### src/rtl/phase_frame_sequencer_pkg.sv
// -----------------------------------------------------------------------------
// phase_pkg
//   Shared types and helpers for the phase frame sequencer.
//   - phase_word_t  : one phase-bus word {channel ID, phase value}
//   - frame_state_t : frame parser states
//   - PHASE_SYNC_DEFAULT : default frame start marker
//   - count_ok / chan_ok : range checks on COUNT and channel bytes
// -----------------------------------------------------------------------------
package phase_pkg;

   localparam logic [7:0] PHASE_SYNC_DEFAULT = 8'hA5;

   typedef struct packed {
      logic [7:0] chan;
      logic [7:0] phase;
   } phase_word_t;

   typedef enum logic [1:0] {
      IDLE     = 2'd0,
      COUNT_ST = 2'd1,
      CHAN     = 2'd2,
      PHASE    = 2'd3
   } frame_state_t;

   // A frame must carry between 1 and num_channels pairs.
   function automatic logic count_ok(input logic [7:0] count, input int num_channels);
      return (count != 8'd0) && (int'(count) <= num_channels);
   endfunction

   // Channel IDs 0..num_channels-1 address a real phase register.
   function automatic logic chan_ok(input logic [7:0] chan, input int num_channels);
      return int'(chan) < num_channels;
   endfunction

endpackage

### src/rtl/phase_frame_sequencer_if.sv
// -----------------------------------------------------------------------------
// phase_frame_sequencer_if
//   Byte-stream input and phase-bus output of the phase frame sequencer.
//   rx_valid/rx_byte  : received byte strobe and data (from the byte receiver)
//   phase_data        : [15:8] channel ID, [7:0] phase value (broadcast)
//   phase_en          : one-cycle write strobe qualifying phase_data
//   frame_done        : one-cycle pulse, frame completed without errors
//   frame_err         : one-cycle pulse, frame aborted or contained errors
//   busy              : frame in progress
//   modport slave  : the sequencer itself
//   modport master : the surrounding logic (receiver + phase registers)
// -----------------------------------------------------------------------------
interface phase_frame_sequencer_if;

   logic        rx_valid;
   logic [7:0]  rx_byte;
   logic [15:0] phase_data;
   logic        phase_en;
   logic        frame_done;
   logic        frame_err;
   logic        busy;

   modport slave (
      input  rx_valid, rx_byte,
      output phase_data, phase_en, frame_done, frame_err, busy
   );

   modport master (
      output rx_valid, rx_byte,
      input  phase_data, phase_en, frame_done, frame_err, busy
   );

endinterface

### src/rtl/phase_frame_sequencer_byte_timeout.sv
// -----------------------------------------------------------------------------
// byte_timeout
//   Saturating inter-byte timer for the frame parser.
//   clk, rst : clock, synchronous active-high reset
//   enable   : count while high (frame in progress); held at zero otherwise
//   kick     : a byte was accepted this cycle; restarts the count
//   expired  : the edge at the end of this cycle is the TIMEOUT_CYCLES-th idle
//              edge since the last byte; never asserted together with kick
// -----------------------------------------------------------------------------
module byte_timeout #(
   parameter int TIMEOUT_CYCLES = 100000
) (
   input  logic clk,
   input  logic rst,
   input  logic enable,
   input  logic kick,
   output logic expired
);

   localparam int CNT_W = $clog2(TIMEOUT_CYCLES + 1);
   localparam logic [CNT_W-1:0] LIMIT = CNT_W'(TIMEOUT_CYCLES);
   localparam logic [CNT_W-1:0] LAST  = CNT_W'(TIMEOUT_CYCLES - 1);

   logic [CNT_W-1:0] count;

   // NOTE: state registers use non-blocking assignments so every flop samples
   // pre-edge values, independent of process ordering.
   always_ff @(posedge clk) begin
      if (rst || kick || !enable) begin
         count <= '0;
      end else if (count != LIMIT) begin
         count <= count + 1'b1;
      end
   end

   // Firing one edge early in combinational form lets the parser register its
   // abort on the very edge that completes TIMEOUT_CYCLES idle cycles. A byte
   // on that same edge wins, so kick masks the expiry.
   assign expired = enable && !kick && (count >= LAST);

endmodule

### src/rtl/phase_frame_sequencer.sv
// -----------------------------------------------------------------------------
// phase_frame_sequencer
//   Parses host frames {SYNC_BYTE, COUNT, COUNT x (channel, phase)} from a
//   byte stream and issues channel-addressed writes on the shared phase bus.
//   Invalid channels are skipped and flag the frame; stalled frames are
//   aborted by an inter-byte timeout.
//   clk  : system clock
//   rst  : synchronous active-high reset; abandons any frame silently
//   bus  : phase_frame_sequencer_if.slave (rx_valid, rx_byte in; phase_data,
//          phase_en, frame_done, frame_err, busy out)
//   All outputs except busy are registered; busy is decoded from the state
//   register.
// -----------------------------------------------------------------------------
module phase_frame_sequencer
   import phase_pkg::*;
#(
   parameter int         NUM_CHANNELS   = 64,
   parameter logic [7:0] SYNC_BYTE      = PHASE_SYNC_DEFAULT,
   parameter int         TIMEOUT_CYCLES = 100000
) (
   input  logic                    clk,
   input  logic                    rst,
   phase_frame_sequencer_if.slave  bus
);

   frame_state_t state, state_next;
   logic [7:0]   remaining, remaining_next;
   logic [7:0]   chan_reg, chan_next;
   logic         err_flag, err_next;
   phase_word_t  word_q, word_next;
   logic         en_q, en_next;
   logic         done_q, done_next;
   logic         ferr_q, ferr_next;
   logic         timeout_expired;
   logic         chan_bad;

   byte_timeout #(
      .TIMEOUT_CYCLES (TIMEOUT_CYCLES)
   ) u_timeout (
      .clk     (clk),
      .rst     (rst),
      .enable  (state != IDLE),
      .kick    (bus.rx_valid),
      .expired (timeout_expired)
   );

   assign chan_bad = !chan_ok(chan_reg, NUM_CHANNELS);

   always_comb begin
      // NOTE: every signal gets a default before any branch, so no path can
      // leave one unassigned and infer a latch.
      state_next     = state;
      remaining_next = remaining;
      chan_next      = chan_reg;
      err_next       = err_flag;
      word_next      = word_q;
      en_next        = 1'b0;
      done_next      = 1'b0;
      ferr_next      = 1'b0;

      if (bus.rx_valid) begin
         unique case (state)
            IDLE: begin
               // Anything but the marker is line noise between frames.
               if (bus.rx_byte == SYNC_BYTE) state_next = COUNT_ST;
            end
            COUNT_ST: begin
               if (!count_ok(bus.rx_byte, NUM_CHANNELS)) begin
                  ferr_next  = 1'b1;
                  state_next = IDLE;
               end else begin
                  remaining_next = bus.rx_byte;
                  err_next       = 1'b0;
                  state_next     = CHAN;
               end
            end
            CHAN: begin
               chan_next  = bus.rx_byte;
               state_next = PHASE;
            end
            PHASE: begin
               remaining_next = remaining - 8'd1;
               if (chan_bad) begin
                  err_next = 1'b1;
               end else begin
                  word_next = '{chan: chan_reg, phase: bus.rx_byte};
                  en_next   = 1'b1;
               end
               if (remaining == 8'd1) begin
                  // The last pair's own channel check counts toward the verdict.
                  state_next = IDLE;
                  if (err_flag || chan_bad) ferr_next = 1'b1;
                  else                      done_next = 1'b1;
               end else begin
                  state_next = CHAN;
               end
            end
            default: state_next = IDLE;
         endcase
      end else if (timeout_expired) begin
         ferr_next  = 1'b1;
         state_next = IDLE;
      end
   end

   always_ff @(posedge clk) begin
      if (rst) begin
         state     <= IDLE;
         remaining <= 8'd0;
         chan_reg  <= 8'd0;
         err_flag  <= 1'b0;
         word_q    <= '0;
         en_q      <= 1'b0;
         done_q    <= 1'b0;
         ferr_q    <= 1'b0;
      end else begin
         state     <= state_next;
         remaining <= remaining_next;
         chan_reg  <= chan_next;
         err_flag  <= err_next;
         word_q    <= word_next;
         en_q      <= en_next;
         done_q    <= done_next;
         ferr_q    <= ferr_next;
      end
   end

   assign bus.phase_data = word_q;
   assign bus.phase_en   = en_q;
   assign bus.frame_done = done_q;
   assign bus.frame_err  = ferr_q;
   assign bus.busy       = (state != IDLE);

endmodule

### src/flat_wrapper.sv
// flat-port wrapper written by rule: the top's interface ports become plain ports
module phase_frame_sequencer_flat import phase_pkg::*;
#(
   parameter int         NUM_CHANNELS   = 64,
   parameter logic [7:0] SYNC_BYTE      = PHASE_SYNC_DEFAULT,
   parameter int         TIMEOUT_CYCLES = 100000
)
  (clk, rst, bus_rx_valid, bus_rx_byte, bus_phase_data, bus_phase_en, bus_frame_done, bus_frame_err, bus_busy);
  phase_frame_sequencer_if bus_i ();
  input  logic clk;
  input  logic rst;
  input wire logic [$bits(bus_i.rx_valid)-1:0] bus_rx_valid;
  input wire logic [$bits(bus_i.rx_byte)-1:0] bus_rx_byte;
  output wire logic [$bits(bus_i.phase_data)-1:0] bus_phase_data;
  output wire logic [$bits(bus_i.phase_en)-1:0] bus_phase_en;
  output wire logic [$bits(bus_i.frame_done)-1:0] bus_frame_done;
  output wire logic [$bits(bus_i.frame_err)-1:0] bus_frame_err;
  output wire logic [$bits(bus_i.busy)-1:0] bus_busy;
  assign bus_i.rx_valid = bus_rx_valid;
  assign bus_i.rx_byte = bus_rx_byte;
  assign bus_phase_data = bus_i.phase_data;
  assign bus_phase_en = bus_i.phase_en;
  assign bus_frame_done = bus_i.frame_done;
  assign bus_frame_err = bus_i.frame_err;
  assign bus_busy = bus_i.busy;
  phase_frame_sequencer #(.NUM_CHANNELS(NUM_CHANNELS), .SYNC_BYTE(SYNC_BYTE), .TIMEOUT_CYCLES(TIMEOUT_CYCLES)) u_core (.clk(clk), .rst(rst), .bus(bus_i));
endmodule
### config.mk
export PLATFORM = sky130hd
export DESIGN_NAME = phase_frame_sequencer_flat
export DESIGN_NICKNAME = d
export VERILOG_FILES = /design/src/rtl/phase_frame_sequencer_pkg.sv /design/src/rtl/phase_frame_sequencer_if.sv /design/src/rtl/phase_frame_sequencer_byte_timeout.sv /design/src/rtl/phase_frame_sequencer.sv /design/src/flat_wrapper.sv
export SDC_FILE = /design/constraint.sdc
export NUM_CORES = 1
export LEC_CHECK = 0
export BUFFER_PORTS_ARGS = -buffer_cell sky130_fd_sc_hd__buf_2
export CORE_MARGIN = 1.5
export CORE_UTILIZATION = 61
export CTS_BUF_LIST = sky130_fd_sc_hd__clkbuf_16
export DETAILED_ROUTE_END_ITERATION = 10
export PLACE_DENSITY_LB_ADDON = 0.08
export SYNTH_ARGS = -nofsm -noshare
export SYNTH_HDL_FRONTEND = slang
export SYNTH_SLANG_ARGS = --single-unit
### constraint.sdc
create_clock -name clk -period 5.33 [get_ports clk]
set_input_delay 0.2665 -clock clk [delete_from_list [all_inputs] [get_ports clk]]
set_output_delay 0.2665 -clock clk [all_outputs]
set_load 0.05 [all_outputs]
-- Word-level counts from Yosys, hierarchy flattened
Cells that the tools add are included.
Widths: inputs -> output; s select.
- bits of input ports: 11
- register bits: 55
- $add $sub $neg: 2
- bitwise gates (word level): 3
- mux-type cells: 19
- order comparisons: 3
- reduce and logical (&&, ||, !) cells: 21
- equality and inequality tests: 9
- operators by type and width (kind ; number):
    $add 17x1->17 const B ; 1
    $ge 17x17->1 const B ; 1
    $ne 17x17->1 const B ; 1
    $pmux 8 s2 ; 1
    $mux 2 ; 5
    $mux 1 ; 9
    $eq 8x1->1 const B ; 1
    $eq 8x8->1 const B ; 1
    $le 8x7->1 const B ; 1
    $lt 8x7->1 const B ; 1
    $mux 8 ; 1
    $pmux 2 s4 ; 1
    $reduce_bool 8->1 ; 1
    $sub 8x1->8 const B ; 1
    $reduce_and 3->1 ; 2
    $reduce_bool 2->1 ; 3
    $eq 2x2->1 const B ; 2
    $pmux 1 s2 ; 2
    $reduce_and 2->1 ; 2
    $reduce_and 4->1 ; 1
    $reduce_or 4->1 ; 1
    $logic_and 1x1->1 ; 3
    $logic_not 1->1 ; 3
    $logic_or 1x1->1 ; 3
    7 further kinds ; 9

-- Longest topological paths before layout
- word-level depth: 7
- gate-level depth with buffers: 8
- depth with buffers taken out: 6

-- By module
From an unflattened synthesis, not the netlist that was laid out.
- cell total of the unflattened synthesis: 302
- area, all modules: 2782.7 um^2
- modules (own cells, without submodules) (module ; sequential area each (um^2) ; instances ; area each (um^2) ; cells each):
    phase_frame_sequencer ; 760.7 ; 1 ; 1840.5 ; 192
    byte_timeout ; 340.3 ; 1 ; 942.2 ; 110

-- Worst setup path before layout
Ideal clock, no wire load.
- path kind: register -> register
- start point: register u_core.u_timeout.count[11]
- end point: register u_core.state[1]
- data arrival time: 1.862 ns
- setup slack: 3.336 ns
- cell stages (with the launch flop): 5
- required time: 5.198 ns
- library setup time: 0.132 ns
- cells stage by stage: dfxtp_1 > or4_4 > or4_4 > o41ai_2 > o21ai_0
- cells in the longest elaborated chain, start to end: 4
- RTL lines (item ; line ; RTL):
    from (decl) ; phase_frame_sequencer_byte_timeout.sv:24 ; logic [CNT_W-1:0] count;
    from (signal assigned) ; phase_frame_sequencer_byte_timeout.sv:32 ; count <= count + 1'b1;
    $ge 17x17->1 ; phase_frame_sequencer_byte_timeout.sv:39 ; assign expired = enable && !kick && (count >= LAST);
    $logic_and 1x1->1 ; phase_frame_sequencer_byte_timeout.sv:39 ;
    $reduce_bool 2->1 (no source line) ; -- ;
    $reduce_and 2->1 (no source line) ; -- ;
    to (signal assigned) ; phase_frame_sequencer.sv:117 ; state <= state_next;
    to (decl) ; phase_frame_sequencer.sv:26 ; frame_state_t state, state_next;
Every way passes these cells.
A chain may end at the register's enable or synchronous reset.

-- Final worst setup path
Same ends and word-level chain as after synthesis.

==> run metrics <==
worst-path cell chain or4_4 -> or4_4 -> o41ai_2 -> o21ai_0; ys flop type dfxtp_1; post-CTS repair timing setup buffer count 0; Synth Area in XOR/XNOR 5.32%; vias in the first global route ~2000; latest clock arrival within the worst-skew pair about 290 ps; Starting Density 65.5%; share of the synthesized area in the top cell type between 40% and 50%; Routed WL 5370 µm; required time of the critical path 5490 ps; first-pass GRT wire length 9200 µm; CP startpoint u_core.u_timeout.count[11]$_SDFFE_PP0P_; final period utilization between 40 and 50%; final setup fails 0; GRT Overall Usage a little over a quarter; M1 GR Usage 36.5%; First-pass DRT Iterations 4; port bufs 30; fraction of registers with async set/reset 0%; DR iter-0 viols roughly 200; chip width about 67 µm; die extent in y 66.6 µm; Root Driver clkbuf_16; pre-CTS worst setup slack 2820 ps; Slew @ Worst Pin 778 ps; largest net degree at the start of global routing 44; CTS tree done; largest family of logic cells by synthesized area simple AND/OR/NAND/NOR gates; Seq/Total Area, Yosys between 40 and 50%; HPWL Detailed around 3600 µm; post-synthesis simple-gate area fraction around 28%; arrival time worst endpoint 2320 ps; final-stage net count 341; synth top area cells dfxtp_1, nand2_1, nor2_1, a21oi_1, mux2i_1; # rows 22; switching share of power 19.8%; Final Hold Viols 0; GRT busiest layer met2; Overflow after GRT 0; outcome finished clean; r2r startpoint u_core.u_timeout.count[11]$_SDFFE_PP0P_; Slew Limit Fails 0; number of synthesized register bits 55; core area 3770 µm²; DR vias between 2000 and 2500; max incr delay on CP 550 ps; most used cell, CP or4_4; GRT met2 Usage 42.6%; internal power 635 µW; Mean Syn Cell Area 8.23 µm²; post-route antenna net violation count 0; worst clock skew 4.72 ps; hold buffers post-CTS 0; area grow syn2layout 13.8%; final worst slack 3170 ps; worst hold path type input port to flop; Largest register FFs 17; worst-case clock buffer depth 2; DRC 0; IO Count 31; crit path max fanout 3; antenna violations before repair 0; unrepaired setup endpoints after global routing false; CTS Sinks 55; adder-cell share of the synthesized area approximately 2%; Post-CTS Resized 0; H-tree depth 2; peak supply drop between 0.0002 and 0.00025 V; Clock transition at path regs 70 ps; Reg with most FFs u_core.u_timeout.count; Slew headroom 47.9%; Antenna Cells 0; Clock power frac 45.7%; area leader, netlist dfxtp_1; Flop pwr share 51.8%; CP Class flop to flop; drt wl/cell 14.3 µm; commonest non-fill, non-tap cell in the layout dfxtp_1; Synth Area in Compound Gates 13.0%; synthesized cell area 2470 µm²; min-delay src bus_rx_byte[7]; Ys Warns 0; CP endpoint kind flop; Die Area between 4000 and 5000 µm²; GR Util met3 approximately 6.3%; CP startpoint kind flop; Mapped Nets about 320; GPL Wtd Cong 0.814; FMAX 0.464 GHz; TritonCTS buffer count 5; part of the power in combinational logic 2.5%; layout cell share with drive strength beyond 1 14.4%; slowest cell on the critical path or4_4; max-cap check violation count 0; mux contribution to synthesized area 4.05%; Synth Instances 300; Fin Setup TNS 0 ps; number of vias per cell approximately 5.8; Yosys cell types 44; Sw Pwr 157 µW; P_leak 0.00109 µW; Tmin final about 2200 ps; cell area power density 282 nW/µm²; most frequent cells in the layout dfxtp_1, nand2_1, nor2_1, buf_2, a21oi_1; EDFF count, synth 0
[critical path: cells and delay by family, from the launching register on]
kind | cells | cell delay (ps)
simple gates | 2 | 1100
flops | 1 | 340
compound gates | 2 | 590
[synthesized netlist by cell type (2+ instances only)]
cell       count
a2111oi_0      2
a31oi_1        3
xnor2_1        8
nor3_1        11
a21oi_1       28
ha_1           4
dfxtp_1       55
nor3b_1        4
or4_4          2
nand2b_1       4
mux2i_1       10
nor2_1        40
xor2_1         7
nand4_1        3
or3_1          4
o21ai_0       11
inv_1          9
clkbuf_1      11
or2_2          2
nand3_1       10
nor4_1         7
nand2_1       43
[cells by family (layout without fill, tap and decap cells)]
kind of cell / after synthesis / in the layout
flip-flops: 55 / 55
multiplexers: 10 / 10
AO/OA/AOI/OAI: 54 / 54
adder cells (fa/ha/maj): 4 / 4
XOR/XNOR: 15 / 15
buffers and inverters: 21 / 48
AND/OR/NAND/NOR: 141 / 141
[power groups by stage]
stage | Clock, µW | Combinational, µW | Sequential, µW
finish | 362 | 19.5 | 411
floorplan | 0 | 8.52 | 420
detailed placement | 0 | 18.8 | 420
global route | 382 | 21.1 | 410
CTS | 365 | 18.9 | 411
global placement | 0 | 18.9 | 420
[path summary, 6_finish.rpt]
path | to | slack [ps] | cells past startpoint
setup / recovery | u_core.state[1]$_SDFFE_PP0P_ | 3170 | 4
hold / removal | u_core.bus.phase_data[7]$_SDFFE_PP0P_ | 260 | 3
setup reg to reg | u_core.state[1]$_SDFFE_PP0P_ | 3170 | 4
hold reg to reg | u_core.bus.phase_data[11]$_SDFFE_PP0P_ | 450 | 2
[metrics by stage]
stage / area [µm²] / total power (µW) / std cells / utilization, % / hold slack [ps]
5_1_grt: 2810 / 813 / 375 / 74.5 / 279
3_3_place_gp: 2640 / 439 / 367 / 70.0 / 439
4_1_cts: 2810 / 794 / 375 / 74.4 / 260
6_report: 2810 / 792 / 375 / 74.5 / 264
3_5_place_dp: 2640 / 439 / 367 / 70.0 / 446
2_1_floorplan: 2470 / 429 / 300 / - / 403
[routing by layer]
metal	part of all wire (%)	wire, µm
met2	45	2420
met4	1.6	85
met1	48	2560
met5	0	0
met3	5.6	299
[final cells by class]
| class | instances | area, µm² |
|---|---|---|
| clock buffer | 5 | 125 |
| tap | 48 | 60.1 |
| inverter | 9 | 33.8 |
| multi-input combinational | 224 | 1290 |
| fill | 289 | 961 |
| timing repair buffer | 31 | 158 |
| sequential | 55 | 1100 |
| clock inverter | 3 | 38.8 |
Power figures use the tool's default switching activity.
